## config.mk

```make
export PLATFORM = sky130hd
export DESIGN_NAME = regfile_2r1w_sb
export DESIGN_NICKNAME = d
export VERILOG_FILES = /design/src/rtl/regfile_2r1w_sb_pkg.sv /design/src/rtl/regfile_2r1w_sb_word.sv /design/src/rtl/regfile_2r1w_sb.sv
export SDC_FILE = /design/constraint.sdc
export NUM_CORES = 2
export LEC_CHECK = 0
export ABC_AREA = 1
export CAP_MARGIN = 25
export CELL_PAD_IN_SITES_DETAIL_PLACEMENT = 1
export CELL_PAD_IN_SITES_GLOBAL_PLACEMENT = 1
export CORE_ASPECT_RATIO = 1.75
export CORE_UTILIZATION = 30
export CTS_CLUSTER_DIAMETER = 30
export DETAILED_ROUTE_END_ITERATION = 10
export PLACE_DENSITY_LB_ADDON = 0.1
export SLEW_MARGIN = 30
export SYNTH_ARGS = -nofsm -noshare
export SYNTH_HDL_FRONTEND = slang
export SYNTH_SLANG_ARGS = --single-unit
export TNS_END_PERCENT = 100
```

## constraint.sdc

```tcl
create_clock -name clk -period 4.07 [get_ports clk]
set_clock_uncertainty 0.05 [all_clocks]
set_input_delay 0.407 -clock clk [delete_from_list [all_inputs] [get_ports clk]]
set_output_delay 0.407 -clock clk [all_outputs]
set_load 0.1 [all_outputs]
```

## src/rtl/regfile_2r1w_sb_pkg.sv

```systemverilog
// Shared defaults and helpers for the 2-read/1-write register file with busy scoreboard.
package regfile_2r1w_sb_pkg;

    // Default geometry: 32 registers of 32 bits.
    localparam int unsigned DEF_WIDTH  = 32;
    localparam int unsigned DEF_ADDR_W = 5;

    // Address of the optional hardwired-zero register.
    localparam int unsigned REG_ZERO = 0;

    // Number of registers addressed by an ADDR_W-bit address.
    function automatic int unsigned depth_of(input int unsigned addr_w);
        return 32'd1 << addr_w;
    endfunction

endpackage

```

## src/rtl/regfile_2r1w_sb_word.sv

```systemverilog
// One register word: falling-edge clocked, async active-low clear, write enable.
module reg_word_negclk #(
    parameter int unsigned WIDTH = 32
) (
    input  logic             clk_i,
    input  logic             rst_ni,
    input  logic             en_i,
    input  logic [WIDTH-1:0] d_i,
    output logic [WIDTH-1:0] q_o
);

    logic [WIDTH-1:0] word_q;

    // Capture d_i on the falling edge when enabled; clear immediately on reset.
    always_ff @(negedge clk_i or negedge rst_ni) begin
        if (!rst_ni) begin
            word_q <= '0;
        end else if (en_i) begin
            word_q <= d_i;
        end
    end

    assign q_o = word_q;

endmodule

```

## src/rtl/regfile_2r1w_sb.sv

```systemverilog
// Parametrised register file: one write port, two combinational read ports,
// optional hardwired-zero register 0, optional write-to-read bypass and a
// per-register busy scoreboard (set by decode, cleared by writeback).
module regfile_2r1w_sb
    import regfile_2r1w_sb_pkg::*;
#(
    parameter int unsigned WIDTH    = DEF_WIDTH,
    parameter int unsigned ADDR_W   = DEF_ADDR_W,
    parameter bit          ZERO_REG = 1'b1,
    parameter bit          BYPASS   = 1'b1
) (
    input  logic              clk,
    input  logic              reset,
    input  logic              we,
    input  logic [ADDR_W-1:0] waddr,
    input  logic [WIDTH-1:0]  wdata,
    input  logic [ADDR_W-1:0] raddr_a,
    output logic [WIDTH-1:0]  rdata_a,
    output logic              busy_a,
    input  logic [ADDR_W-1:0] raddr_b,
    output logic [WIDTH-1:0]  rdata_b,
    output logic              busy_b,
    input  logic              bset,
    input  logic [ADDR_W-1:0] bset_addr,
    output logic              any_busy
);

    localparam int unsigned DEPTH = depth_of(ADDR_W);

    logic [DEPTH*WIDTH-1:0] regs_flat;
    logic [DEPTH-1:0]       busy_q;
    logic [DEPTH-1:0]       busy_d;
    logic                   wr_ok;
    logic                   bset_ok;

    logic [ADDR_W-1:0] rd_addr [2];
    logic [WIDTH-1:0]  rd_data [2];
    logic              rd_busy [2];

    // Storage array: the zero register, when enabled, is a constant rather than a flop.
    for (genvar gi = 0; gi < DEPTH; gi++) begin : g_word
        if (ZERO_REG && (gi == REG_ZERO)) begin : g_zero
            assign regs_flat[gi*WIDTH +: WIDTH] = '0;
        end else begin : g_reg
            reg_word_negclk #(
                .WIDTH (WIDTH)
            ) u_word (
                .clk_i  (clk),
                .rst_ni (reset),
                .en_i   (we && (waddr == ADDR_W'(gi))),
                .d_i    (wdata),
                .q_o    (regs_flat[gi*WIDTH +: WIDTH])
            );
        end
    end

    // Writes and busy-sets aimed at the zero register are dropped.
    always_comb begin
        wr_ok   = we;
        bset_ok = bset;
        if (ZERO_REG) begin
            if (waddr == ADDR_W'(REG_ZERO)) begin
                wr_ok = 1'b0;
            end
            if (bset_addr == ADDR_W'(REG_ZERO)) begin
                bset_ok = 1'b0;
            end
        end
    end

    // Scoreboard next state: writeback clears, then a new issue sets (set wins on a tie).
    always_comb begin
        busy_d = busy_q;
        if (wr_ok) begin
            busy_d[waddr] = 1'b0;
        end
        if (bset_ok) begin
            busy_d[bset_addr] = 1'b1;
        end
    end

    // Scoreboard register, updated on the falling edge like the data words.
    always_ff @(negedge clk or negedge reset) begin
        if (!reset) begin
            busy_q <= '0;
        end else begin
            busy_q <= busy_d;
        end
    end

    assign rd_addr[0] = raddr_a;
    assign rd_addr[1] = raddr_b;

    // Two identical read ports; the zero register overrides bypass, bypass overrides storage.
    for (genvar gp = 0; gp < 2; gp++) begin : g_rport
        // Combinational read with optional same-cycle forwarding of the write port.
        always_comb begin
            rd_data[gp] = regs_flat[WIDTH*32'(rd_addr[gp]) +: WIDTH];
            rd_busy[gp] = busy_q[rd_addr[gp]];
            if (ZERO_REG && (rd_addr[gp] == ADDR_W'(REG_ZERO))) begin
                rd_data[gp] = '0;
                rd_busy[gp] = 1'b0;
            end else if (BYPASS && we && (waddr == rd_addr[gp])) begin
                rd_data[gp] = wdata;
                rd_busy[gp] = bset && (bset_addr == rd_addr[gp]);
            end
        end
    end

    assign rdata_a  = rd_data[0];
    assign busy_a   = rd_busy[0];
    assign rdata_b  = rd_data[1];
    assign busy_b   = rd_busy[1];
    assign any_busy = |busy_q;

endmodule
```

## Word level (Yosys, flattened, before mapping)

Cells that the tools add are included.

- Flip-flop bits (word level): 1024
- Input bits: 56
- Output and inout bits: 67
- Word-level logic and storage cells: 140

- $lt $le $gt $ge: 6
- Eq/ne operators: 35
- Shifts and indexed selects: 2
- Muxes and demuxes: 20
- Bitwise logic cells: 3
- Reduce and logical (&&, ||, !) cells: 42

Operators with widths:

| operator | count |
|---|---|
| $shiftx A1024 B11 Y32 | 2 |
| $mux W32 | 6 |
| $eq A5 B5 Y1 const B | 16 |
| $eq A5 B4 Y1 const B | 8 |
| $logic_and A1 B1 Y1 | 37 |
| $and A32 B32 Y32 | 1 |
| $not A32 Y32 | 1 |
| $or A32 B32 Y32 | 1 |
| $reduce_or A32 Y1 | 1 |
| $lt A5 B6 Y1 const B | 4 |
| $eq A5 B3 Y1 const B | 4 |
| $eq A5 B5 Y1 | 4 |
| $logic_not A5 Y1 | 4 |
| $bmux W1 S5 | 2 |
| $demux W1 S5 | 2 |
| $eq A5 B2 Y1 const B | 2 |
| $ge A5 B1 Y1 const B | 2 |
| $mux W1 | 10 |
| $eq A5 B1 Y1 const B | 1 |

## Logic depth before layout (Yosys ltp)

- Depth after elaboration: 9
- Gate-level depth with buffers: 14
- Mapped depth without buffers: 11

## Modules after synthesis

A second synthesis with hierarchy kept.

- Cells, all modules: 9416
- Area total of the unflattened synthesis: 63572.2 um2

Modules (own cells, without submodules):

| module | instances | cells each | area an instance (um2) |
|---|---|---|---|
| reg_word_negclk | 31 | 136 | 1292.5 |
| regfile_2r1w_sb | 1 | 5200 | 23505.0 |

==> impl_metrics.csv <==
group,metric,value,unit
power_and_ir_drop,p_leak,34.8,nW
status,outcome,"complete, but fails checks",
yosys,synth-simple-area-share,0.236,
critical_path,cp_common_cell,"nand2_1",
power_and_ir_drop,ir_drop,0.368,mV
die,ios,123,
critical_path,crit_path_end_kind,"output pin",
yosys,ys_seq_area_frac,0.439,
sta,maxSlewHeadroom,0.329,
status,violations,"negative setup slack",
yosys,netlist_area,0.0583,mm²
yosys,postSynthAreaPerCell,7.08,µm²
yosys,synth.area.mux_share,0,
sta,worstMarginPinSlew,1.01,ns
critical_path,cp.arrival,4.46,ns
sta,rsz0062_at_grt,"true",
drt,wirelength,308000,µm
critical_path,crit_slowest_cell,"dfrtn_1",
critical_path,cp.required,3.61,ns
finish,syn2layout_area_growth,32.7,%
critical_path,timing.rr.start,"g_word[22].g_reg.u_word.q_o[2]",
worst_hold_path,hp-start,"busy_q[0]",
drt,wire_per_inst,27.3,µm
die,coreArea,0.193,mm²
place,port_buffers,122,
place,place_area,0.0668,mm²
critical_path,critPathMaxFanout,2,
worst_hold_path,hp-class,"flop to flop",
global_route,grt_pass1_wl,451000,µm
power_and_ir_drop,finalPower,0.0432,W
clock_tree,root_buffer,"clkbuf_16",
critical_path,cpPeakStageDelay,0.42,ns
die,rows,213,
drt,drc_errors,0,
clock_tree,clk_pin_slew,0.04,ns
yosys,synth_ff_type,"dfrtn_1",
die,die_area,0.196,mm²
global_route,grt_max_degree,121,
drt,viasPerCell,5.47,
critical_path,worst-path-buf-inv,4,
finish,drive_above_1_share,0.198,
yosys,synth_top_family_by_area,"simple AND/OR/NAND/NOR gates",
critical_path,crit_start,"g_word[3].g_reg.u_word.q_o[16]",
clock_tree,numCtsBuffers,239,
yosys,synth_xor_area_frac,0.000751,
sta,setup_tns,-48.45,ns
drt,dr.first_iter.drc_count,4065,
yosys,yosysWarningCount,0,
critical_path,critical_path_class,"flop to output pin",
yosys,ys_top_cells_by_area,"dfrtn_1 (44%), nand2_1 (14%), o21ai_0 (11%)",
clock_tree,htreeDepth,4,
sta,setup_viol,67,
yosys,synth_nets,8288,
yosys,synthAdderAreaFrac,0,
yosys,async_flop_share,1.00,
critical_path,crit_path_cell_trace,"inv_2, a21oi_2, o21ai_1, nand2_1, nand2_1, nor2_1, nand2_1, nand3_2, nand2_2, inv_2, buf_12, buf_12",
sta,layout_setup_ws,-0.851,ns
flow_run,max_cap_violations,0,
global_route,grt.total_usage,0.313,
yosys,synth_seq_cells,1024,
yosys,synth_top_cell_area_share,0.439,
die,start_util,0.303,
yosys,ys_types,39,
critical_path,crit_family,"simple AND/OR/NAND/NOR gates",
place,gp_congestion,0.861,
power_and_ir_drop,power_density,558,mW/mm²
die,die_w,335,µm
clock_tree,cts_buffer_depth,4,
die,die_h,585,µm
drt,via_count,61900,
place,dp_hpwl,190000,µm
yosys,yosysMostFrequentCell,"nand2_1",
yosys,synth_compound_gate_area_share,0.229,
finish,design_area,0.0774,mm²
yosys,synthCells,8232,
sta,drv_slew,0,
critical_path,cp-start-kind,"flop",
yosys,synth_edf_count,0,
clock_tree,hold_buffers,0,
clock_tree,cts_tree,"yes",
clock_tree,clock_latency,0.80,ns
drt,postRouteAntennaNets,0,
global_route,grt.overflow.total,0,
clock_tree,cts_num_sinks,1024,
yosys,synth_top_area_cell,"dfrtn_1",
global_route,antenna_found_initial,10,
global_route,grt_pass1_vias,64800,
yosys,yosys-top-cells-count,"nand2_1 (2,195), o21ai_0 (1,258), dfrtn_1 (1,024), nor2_1 (646), a21oi_1 (585)",
sta,hold_viol,0,
finish,nets,8577,
drt,drt_first_pass_iters,5,
## through the flow
stage	setup WS (ns)	util	hold slack, ns	cells
CTS	-0.883	0.397	0.308	11300
global placement	-0.435	0.347	0.298	10800
global route	-0.970	0.402	0.315	11300
detailed placement	-0.466	0.347	0.309	10800
floorplan	-0.0939	-	0.361	8232
finish	-0.851	0.402	0.306	11300
## report_power, final
| part | switching, W | internal (W) |
|---|---|---|
| logic | 0.00565 | 0.00334 |
| registers | 0.00134 | 0.0125 |
| clock network | 0.00661 | 0.0137 |
| total | 0.0136 | 0.0296 |
## logic make-up after synthesis
logic type | Yosys count
simple gates | 3434
compound gates | 2479
buf+inv | 1290
flops | 1024
xor+xnor | 5
## worst paths after layout
path / slack, ns / cells past startpoint / endpoint
min: 0.31 / 0 / busy_q[0]
max in group asynchronous: 1.56 / 2 / g_word[14].g_reg.u_word.q_o[12]
max reg2reg: 3.13 / 4 / g_word[22].g_reg.u_word.q_o[2]
min reg2reg: 0.31 / 0 / busy_q[0]
max: -0.85 / 12 / rdata_b[16]
min in group asynchronous: 1.67 / 2 / g_word[28].g_reg.u_word.q_o[27]
## flip-flops by register name, summed over array words and instances, names as in the netlist
| register | flops |
|---|---|
| g_word.g_reg.u_word.q_o | 992 |
| busy_q | 32 |
## final cells by class
| cell class | count | area, µm² |
|---|---|---|
| clock inverter | 121 | 1630 |
| tap | 2580 | 3230 |
| multi-input combinational | 5918 | 29100 |
| sequential | 1024 | 25600 |
| timing repair buffer | 783 | 8860 |
| clock buffer | 316 | 6770 |
| inverter | 555 | 2180 |
| antenna | 3 | 7.51 |
| fill | 23200 | 115000 |
## per-layer routing
metal | up-vias | global-route usage | wire length [µm]
met5 | - | 0 | 75
met4 | 12 | 0.161 | 18000
met3 | 797 | 0.0388 | 14200
met2 | 1823 | 0.545 | 151000
met1 | 31400 | 0.376 | 125000
li1 | 27900 | - | -
## repair_timing
action,4_1_cts,5_1_grt
pin swaps,323,277
resized for setup,444,279
endpoints found under the setup margin,67,67
setup buffers,40,43
## cells in the final DEF, fill, tap and decap left out, types with 135 or more instances in the layout
cell and count:
a21oi_1 472, buf_12 220, buf_4 500, clkbuf_16 241, dfrtn_1 1024, inv_1 411, nand2_1 2034, nand2_2 135
nand3_1 481, nor2_1 589, o211ai_1 340, o21ai_0 1074, o21ai_1 426
Note: power is estimated with default switching activity, not from simulation.
